[config.mk]
export PLATFORM = sky130hd
export DESIGN_NAME = regwrite_trace_fifo
export DESIGN_NICKNAME = d
export VERILOG_FILES = /design/src/rtl/regwrite_trace_fifo.sv
export SDC_FILE = /design/constraint.sdc
export NUM_CORES = 1
export LEC_CHECK = 0
export CORE_MARGIN = 2
export CORE_UTILIZATION = 40
export DETAILED_ROUTE_END_ITERATION = 16
export RECOVER_POWER = 25
export SYNTH_ARGS = -nofsm -noshare
export SYNTH_HDL_FRONTEND = slang
export SYNTH_SLANG_ARGS = --single-unit
[constraint.sdc]
create_clock -name clock -period 9.2 [get_ports clock]
set_input_delay 2.3 -clock clock [delete_from_list [all_inputs] [get_ports clock]]
set_output_delay 2.3 -clock clock [all_outputs]
set_load 0.1 [all_outputs]
[src/rtl/regwrite_trace_fifo.sv]
// regwrite_trace_fifo
//   Debug trace buffer for regfile writes. On each commit_strobe, it checks the regfile
//   write port. Every committed write to a register other than r0 is pushed into a FIFO
//   together with the current processor-cycle stamp. The host drains the FIFO through a
//   first-word-fall-through valid/ready port.
//
// Ports
//   clock, reset          base clock; synchronous active-high reset
//   commit_strobe         one-cycle pulse per processor cycle (write port sampled here)
//   ctrl_writeEnable      regfile write enable
//   ctrl_writeReg         regfile destination register
//   data_writeReg         regfile write data
//   trace_enable          capture gate (the stamp keeps counting while it is low)
//   flush                 clears the FIFO contents; overflow state is kept
//   clear_overflow        clears overflow and drop_count
//   trace_valid/ready     head-entry handshake
//   trace_reg/data/stamp  head entry, or zero when the FIFO is empty
//   fifo_count            number of entries held
//   overflow, drop_count  sticky drop flag and saturating drop counter
module regwrite_trace_fifo #(
  parameter int DEPTH   = 16,
  parameter int STAMP_W = 16
) (
  input  logic                     clock,
  input  logic                     reset,
  input  logic                     commit_strobe,
  input  logic                     ctrl_writeEnable,
  input  logic [4:0]               ctrl_writeReg,
  input  logic [31:0]              data_writeReg,
  input  logic                     trace_enable,
  input  logic                     flush,
  input  logic                     clear_overflow,
  output logic                     trace_valid,
  input  logic                     trace_ready,
  output logic [4:0]               trace_reg,
  output logic [31:0]              trace_data,
  output logic [STAMP_W-1:0]       trace_stamp,
  output logic [$clog2(DEPTH):0]   fifo_count,
  output logic                     overflow,
  output logic [15:0]              drop_count
);

  localparam int AW = $clog2(DEPTH);
  localparam int EW = 5 + 32 + STAMP_W;
  localparam logic [AW:0] FULL_CNT = DEPTH[AW:0];

  function automatic logic [15:0] sat_inc16(input logic [15:0] v);
    return (v == 16'hFFFF) ? v : v + 16'd1;
  endfunction

  logic [EW-1:0]      mem [DEPTH];
  logic [AW-1:0]      wr_ptr;
  logic [AW-1:0]      rd_ptr;
  logic [STAMP_W-1:0] stamp;
  logic [EW-1:0]      head;

  logic capture_p0;
  logic full;
  logic pop;
  logic push;
  logic drop;

  // Stage p0: decide what happens this cycle. Flush overrides everything.
  // When the FIFO is full, a pop in the same cycle frees a slot for the push.
  assign capture_p0 = commit_strobe & trace_enable & ctrl_writeEnable & (ctrl_writeReg != 5'd0);
  assign full       = (fifo_count == FULL_CNT);
  assign pop        = trace_valid & trace_ready & ~flush;
  assign push       = capture_p0 & ~flush & (~full | pop);
  assign drop       = capture_p0 & ~flush & full & ~pop;

  assign trace_valid = (fifo_count != '0);
  assign head        = mem[rd_ptr];
  assign trace_reg   = trace_valid ? head[EW-1 -: 5]       : 5'd0;
  assign trace_data  = trace_valid ? head[STAMP_W +: 32]   : 32'd0;
  assign trace_stamp = trace_valid ? head[STAMP_W-1:0]     : '0;

  always_ff @(posedge clock) begin
    if (reset) begin
      wr_ptr     <= '0;
      rd_ptr     <= '0;
      fifo_count <= '0;
      stamp      <= '0;
      overflow   <= 1'b0;
      drop_count <= 16'd0;
    end else begin
      if (commit_strobe) stamp <= stamp + STAMP_W'(1);
      if (flush) begin
        wr_ptr     <= '0;
        rd_ptr     <= '0;
        fifo_count <= '0;
      end else begin
        if (push) wr_ptr <= wr_ptr + AW'(1);
        if (pop)  rd_ptr <= rd_ptr + AW'(1);
        case ({push, pop})
          2'b10:   fifo_count <= fifo_count + (AW+1)'(1);
          2'b01:   fifo_count <= fifo_count - (AW+1)'(1);
          default: ;
        endcase
      end
      // A drop in the same cycle as clear_overflow wins and restarts the count at 1.
      if (drop) begin
        overflow   <= 1'b1;
        drop_count <= clear_overflow ? 16'd1 : sat_inc16(drop_count);
      end else if (clear_overflow) begin
        overflow   <= 1'b0;
        drop_count <= 16'd0;
      end
    end
  end

  // Storage: data path only, no reset. The entry carries the stamp from before this strobe's increment.
  always_ff @(posedge clock) begin
    if (push) mem[wr_ptr] <= {ctrl_writeReg, data_writeReg, stamp};
  end

endmodule

* Word-level counts from Yosys, hierarchy flattened
Memories as Yosys holds them, arrays and structs flattened. A register that Yosys moved wholly into a read port is not among the register bits. Index checks and enable logic that the tools add are counted.
Cells by class: $add $sub $neg 6, equal/unequal tests 5, mux-type cells 14, bitwise logic cells 13, reductions and logical operators 6
Operator list (number):
- 16-bit 2-to-1 mux | 5
- 16-bit by 1-bit adder with 16-bit output, second input constant | 2
- 32-bit 2-to-1 mux | 1
- 16-bit == test, second input constant | 1
- 5-bit case mux with 2 select lines | 1
- 5-bit nonzero test | 2
- 1-bit AND | 9
- 4-bit by 1-bit adder with 4-bit output, second input constant | 2
- 4-bit 2-to-1 mux | 2
- 5-bit by 1-bit adder with 5-bit output, second input constant | 1
- 5-bit == test, second input constant | 1
- 5-bit 2-to-1 mux | 1
- 5-bit by 1-bit subtractor with 5-bit output, second input constant | 1
- 1-bit 2-to-1 mux | 4
- 2-bit nonzero test | 2
- 1-bit inverter | 3
- 2-bit by 1-bit == test with 1-bit output, second input constant | 1
- 2-bit == test, second input constant | 1
- 2-bit != test, second input constant | 1
- 2-bit AND reduction | 1
- 2-bit OR reduction | 1
- 1-bit bitwise OR | 1
Word-level totals: bits in registers 46, bits in writable memories 848, output and inout port bits 76, word-level logic and storage cells 51, memories 1
Memories:
- mem | words 16, width 53, rd ports 1, clocked after memory_dff 1, write ports 1, RTL line 51 | logic [EW-1:0] mem [DEPTH];

* Longest topological paths before layout
Gate-level depths: netlist of the first run.
depth after elaboration 8, gate-level depth with buffers 11, depth with buffers taken out 10

* Worst setup path before layout of the first run
Ideal clock, no wire load.
kind input -> register, start input commit_strobe, end memory mem[0][0] (netlist name), enable pin, library setup time 595 ps, data arrival time 8215 ps, setup slack 390 ps, stages on the path 6, path buffers 2, cell sequence buf_2 -> and4b_1 -> o21a_1 -> buf_2 -> nand2_1 -> nor4_1
Between the ends: cells in the longest elaborated chain, start to end 7
RTL lines:
- start, declared | RTL line 26 | input logic commit_strobe,
- 1-bit AND (3 in series) | RTL line 65 | assign capture_p0 = commit_strobe & trace_enable & ctrl_writeEnable & (ctrl_writeReg != 5'd0);
- 1-bit AND (2 in series) | RTL line 68 | assign push = capture_p0 & ~flush & (~full | pop);
- 1-bit 2-to-1 mux | RTL line 113 | if (push) mem[wr_ptr] <= {ctrl_writeReg, data_writeReg, stamp};
- 1-bit 2-to-1 mux (not written as such) | RTL line 113
- end, declared | RTL line 51
Every way passes these cells.

==> results.md, run 1 <==
- Status: completed
- Largest net degree at the start of global routing: 112
- XOR/XNOR share of the synthesized area: 0.530%
- DRT Pass-1 Iters: 5
- CP most frequent cell: mux4_2
- Buffers on Ports: 120
- Routed Antenna Nets: 0
- CP Capture Type: output port
- Max Freq: roughly 140 MHz
- Setup TNS Final: 0 ns
- Placer Congestion: around 0.76
- H-tree Lvls: 3
- Synth warn: 0
- Initial antenna violation count: 4
- NumNets Final: about 1800
- Synthesized flop and latch total: ~900
- Die span in x: between 200 and 300 um
- First-pass GRT wire length: approximately 110000 um
- Compound-cell area share of the yosys netlist: 1.03%
- # DRC: 0
- Clock transition at path regs: approximately 0.060 ns
- Synth unique cells: 52
- Slew HR: between 10% and 20%
- Crit-path leading delay family: buffers and inverters
- Ranking of synthesized cells by area: edfxtp_1, mux4_2, dfxtp_1
- Clk Latency, worst-skew pair: ~0.65 ns
- Post-synthesis mux area share: approximately 17%
- Vias in the first global route: about 17000
- Cell Pwr Density: just over 200 nW/um2
- Yosys top cell by area: edfxtp_1
- Row count: about 110
- Clock buffer depth: 3
- Core outline area: ~86000 um2
- Adder-cell share of the synthesized area: 0.418%
- Slowest CP cell: clkdlybuf4s50_1
- Clk sinks: 898
- Syn_area_per_cell: around 23 um2
- Synth Instances: between 1500 and 2000
- Cts hold-fix bufs: 0
- Share of cells above drive strength 1: roughly 26%
- Cell total after placement: 2767
- Chip height: roughly 300 um
- Routed wire length: ~77000 um
- TritonCTS clock tree: yes
- Die area: approximately 89000 um2
- Drt initial violations: 1420
- Setup repair bufs after CTS: 0
- Peak VDD IR: ~0.00015 V
- Total track usage: 17.4%
- Total gr overflow: 0
- Io pins: 121
- Post-cts repair resize count: 0
- Fillers: ~7000
- Register area share after synthesis: ~76%
- Hold_ws: roughly 0.47 ns
- Worst slew pin tran: about 1.3 ns
- Max Clock Skew: 0.0181 ns
- Worst Path Required: roughly 6.9 ns
- Setup CP Type: register to output port
- Root Driver: clkbuf_16
- WP buf/inv: 2
- Drt via density: roughly 5.5
- CP cell instances: buf_4 -> mux4_2 -> mux4_2 -> nor2b_1 -> clkdlybuf4s50_1
- Top FF cell, synth: edfxtp_1
- CP Launch Type: register
- Count of final setup violators: 0
- Main combinational cell family by area after synthesis: multiplexers
- Area Growth Syn to Fin: 16.5%
- LEAKAGE: roughly 12 nW
- Initial Util: approximately two fifths
- Hold Path Class: register to register
- Slew Limit Fails: 0
- # Max-Cap Violations: 0
- Synth async-reset ratio: 0%
- Synthesized area: about 35000 um2
- Max incr delay on CP: 1.24 ns
- DP HPWL: between 30000 and 40000 um
- Final min period: about 6.9 ns
- Syn Nets: about 1600
- CP arrival: between 4 and 5 ns
- RSZ-0062 raised after global routing: false
- Post-synth EDFFs: about 850
- CP Max Fanout: 67
- Final Hold Fails: 0
- Most common cell in the netlist: edfxtp_1
- Final core utilization: 46.8%
- Final critical-path share of the clock period: 75.5%
- Top cells by count, synth: edfxtp_1, mux4_2, nor2b_1
- Non-Filler Instances: roughly 2900
- TritonCTS buffer count: 95
- Post-Synth Simple-Gate Area: under 10%
- Vias: between 15000 and 20000
- Drt wl/cell: roughly 26 um
- Post-synth top area share: between 70% and 80%
[cells in the final DEF (no fill, tap or decap), types with 5 or more instances in the layout]
| master | synthesis | layout |
|---|---|---|
| nand3_1 | 16 | 16 |
| and3_1 | 5 | 5 |
| a21oi_1 | 17 | 17 |
| nand2_1 | 20 | 20 |
| nor2b_1 | 54 | 54 |
| nor3_1 | 9 | 9 |
| buf_4 | 11 | 29 |
| edfxtp_1 | 848 | 848 |
| clkbuf_16 | 0 | 96 |
| or3_1 | 9 | 9 |
| inv_1 | 13 | 13 |
| nand4_1 | 13 | 13 |
| clkdlybuf4s50_1 | 0 | 105 |
| xnor2_1 | 9 | 9 |
| and2_4 | 0 | 9 |
| dlygate4sd3_1 | 0 | 15 |
| clkinv_1 | 0 | 21 |
| clkinv_2 | 0 | 14 |
| o21ai_0 | 7 | 7 |
| ha_1 | 10 | 10 |
| xor2_1 | 12 | 12 |
| o41ai_1 | 6 | 6 |
| mux4_2 | 265 | 265 |
| clkbuf_1 | 39 | 22 |
| bufinv_16 | 0 | 11 |
| nor2_1 | 34 | 30 |
| dfxtp_1 | 50 | 46 |
[layout make-up]
class | count | area (um2) | area share (%)
flip-flops and latches | 898 | 26500 | 65.5
repair buffers | 152 | 1480 | 3.66
clock buffers | 118 | 2480 | 6.15
well taps | 1155 | 1450 | 3.58
diodes | 1 | 2.50 | 0.00619
inverters | 14 | 52.6 | 0.130
multi-input cells | 548 | 7870 | 19.5
clock inverters | 54 | 593 | 1.47
[metal layers]
layer / vias up / global-route usage, % / wire length (um)
li1: 6845 / - / -
met1: 8778 / 24.5 / 33400
met2: 522 / 28.5 / 38000
met3: 102 / 2.48 / 4020
met4: 0 / 5.16 / 1600
met5: - / 0 / 0
[sequential cells by signal (all words and copies together) (netlist names), named ones only]
name        count
drop_count     16
fifo_count      5
mem           848
overflow        1
rd_ptr          4
stamp          16
wr_ptr          4
[final timing paths]
check,depth (start not counted),slack (ns),endpoint,startpoint
setup / recovery,5,2.25,trace_stamp[15],register
hold reg to reg,2,0.47,overflow,overflow
hold / removal,2,0.47,overflow,overflow
setup reg to reg,6,5.90,mem[6][45],fifo_count[0]
[kinds of logic after synthesis]
logic type,Yosys count
buffers and inverters,96
flip-flops,898
XOR/XNOR,21
adder cells (fa/ha/maj),11
AO/OA/AOI/OAI,52
multiplexers,270
AND/OR/NAND/NOR,194
[power breakdown]
part	switching, W	internal [W]
clock	0.00154	0.00223
combinational	0.000102	0.0000418
sequential	0.00000702	0.00446
[through the flow]
stage                     area [um2]  power [W]  worst slack, ns
after floorplan                34700    0.00462            0.390
after global placement         37300    0.00469             2.91
after detailed placement       37300    0.00470             2.90
after CTS                      40400    0.00845             2.19
after global routing           40400    0.00861             2.05
final                          40400    0.00837             2.25
[tightest hold or removal path, delay by kind of cell (launching register included)]
family / cells / cell delay, ns
flip-flops: 1 / 0.31
AO/OA/AOI/OAI: 1 / 0.06
AND/OR/NAND/NOR: 1 / 0.05
Power figures use the tool's default switching activity.
==> run 2: changes to the inputs <==
Clock period 9.2 ns to 5.8 ns, I/O delays scaled along.
==> run 2 against run 1 <==
Sequential power is 59% higher. Largest power group unchanged. Highest routed layer unchanged. Cell area rose by 0.22%. Clock power is 57% higher. Worst hold slack gained 0.023 ns. Register-to-register slack worse by 3.0 ns. Sequential share of layout area shrank 0.14 points. Setup slack lost 1.8 ns. Non-clock buffer count increased by 15. Critical path depth did not move.
==> results.md, run 2 (synthesized netlist as in run 1, its figures left out) <==
- Routed wire length: 73500 um
- Final Hold Fails: 0
- Routed Antenna Nets: 0
- Clk Latency, worst-skew pair: 0.63 ns
- First-pass GRT wire length: ~110000 um
- CP arrival: 3.88 ns
- Slowest CP cell: clkdlybuf4s50_1
- Hold Path Class: register to register
- H-tree Lvls: 3
- Die span in x: 299 um
- NumNets Final: ~1800
- LEAKAGE: 12.4 nW
- Chip height: 299 um
- Finished Cell Area: roughly 40000 um2
- Peak VDD IR: approximately 0.00021 V
- Clk sinks: between 800 and 900
- Slew HR: 14.9%
- FF+latch area: 26500 um2
- Max Clock Skew: ~0.020 ns
- Row count: approximately 110
- Hold_ws: 0.490 ns
- Worst slew pin tran: 1.27 ns
- Most frequent cells in the layout: edfxtp_1, mux4_2, clkbuf_16, buf_4, clkdlybuf4s50_1
- Final min period: approximately 5.3 ns
- Core outline area: around 86000 um2
- Share of cells above drive strength 1: 28.7%
- Max Freq: between 150 and 200 MHz
- Vias in the first global route: about 17000
- Worst Path Required: 4.35 ns
- Cts hold-fix bufs: 0
- Total track usage: roughly 17%
- Crit-path leading delay family: buffers and inverters
- # DRC: 0
- Top reg by flops: mem
- Max incr delay on CP: a little over 1 ns
- CP cell instances: buf_12 -> mux4_2 -> mux4_2 -> nor2b_1 -> clkdlybuf4s50_1
- Die area: approximately 89000 um2
- Multi-input gate area: roughly 7900 um2
- Slew Limit Fails: 0
- WP buf/inv: 2
- Pre-CTS setup slack: ~0.81 ns
- Largest net degree at the start of global routing: 55
- Clock buffer depth: 3
- Status: completed
- Count of final setup violators: 0
- Vias: 15997
- Buffers on Ports: 120
- DRT Pass-1 Iters: 5
- Commonest non-fill, non-tap cell in the layout: edfxtp_1
- Setup repair bufs after CTS: 0
- Drt initial violations: 1413
- Placer Congestion: roughly 0.75
- Cell Pwr Density: 326 nW/um2
- RSZ-0062 raised after global routing: false
- Worst Slack Setup Final: 0.470 ns
- CP most frequent cell: mux4_2
- Fillers: between 6000 and 7000
- Drt via density: ~5.4
- Final critical-path share of the clock period: about 90%
- Root Driver: clkbuf_16
- Area Growth Syn to Fin: 16.7%
- Clock transition at path regs: roughly 0.06 ns
- Total gr overflow: 0
- CP Max Fanout: between 50 and 60
- TritonCTS clock tree: yes
- CP Launch Type: register
- Post-cts repair resize count: 0
- DP HPWL: slightly above 40000 um
- Io pins: 121
- Largest regs: mem (848), drop_count (16), stamp (16)
- Post-DP Area: ~37000 um2
- Setup CP Type: register to output port
- Drt wl/cell: ~25 um
- CP Capture Type: output port
- Max reg flops: approximately 850
- TritonCTS buffer count: 90
- # Max-Cap Violations: 0
- Initial Util: around 40%
- Initial antenna violation count: 4
run 2: cell count changes in the layout (fill, tap and decap cells not counted), sizes merged:
cell,before,now
clkbuf,118,122
clkinv,40,27
clkdlybuf4s50,105,68
buf,32,82
diode,1,3
clkinvlp,1,4
inv,16,17
run 2: path summary, 6_finish.rpt:
path | slack (ns) | endpoint | startpoint | cells past startpoint
max | 0.47 | trace_data[0] | register | 5
min | 0.49 | register | rd_ptr[1] | 2
max reg2reg | 2.89 | mem[11][2] | fifo_count[0] | 6
min reg2reg | 0.49 | register | rd_ptr[1] | 2
run 2: layout make-up:
| class | count | share of cell area (%) |
|---|---|---|
| Inverter | 14 | 0.130 |
| Tap cell | 1155 | 3.57 |
| Timing Repair Buffer | 167 | 3.99 |
| Multi-Input combinational cell | 548 | 19.4 |
| Clock buffer | 120 | 6.21 |
| Sequential cell | 898 | 65.4 |
| Antenna cell | 3 | 0.0185 |
| Clock inverter | 45 | 1.26 |
run 2: report_power, final:
| group | internal [W] | switching [W] |
|---|---|---|
| sequential | 0.00707 | 0.0000115 |
| clock | 0.00353 | 0.00235 |
| combinational | 0.0000651 | 0.000160 |
| total | 0.0107 | 0.00252 |
run 2: tightest hold or removal path, cell delays in order (launching register included):
cell	delay, ns
dfxtp_1	0.32
nand2_1	0.06
a21oi_1	0.06
run 2: through the flow:
step / instances / total power, W / TNS, ns / utilization, %
global placement: 2782 / 0.00744 / 0 / 43.4
floorplan: 1542 / 0.00733 / -457.92 / -
finish: 2950 / 0.0132 / 0 / 46.9
global route: 2947 / 0.0136 / 0 / 46.9
CTS: 2947 / 0.0133 / 0 / 46.9
detailed placement: 2782 / 0.00745 / 0 / 43.4
run 2: per-layer routing:
metal / track usage, % / wire, um / vias to the layer above
li1: - / - / 6878
met1: 23.3 / 32100 / 8603
met2: 27.6 / 36500 / 421
met3: 2.66 / 3610 / 95
met4: 4.55 / 1340 / 0
met5: 0 / 0 / -
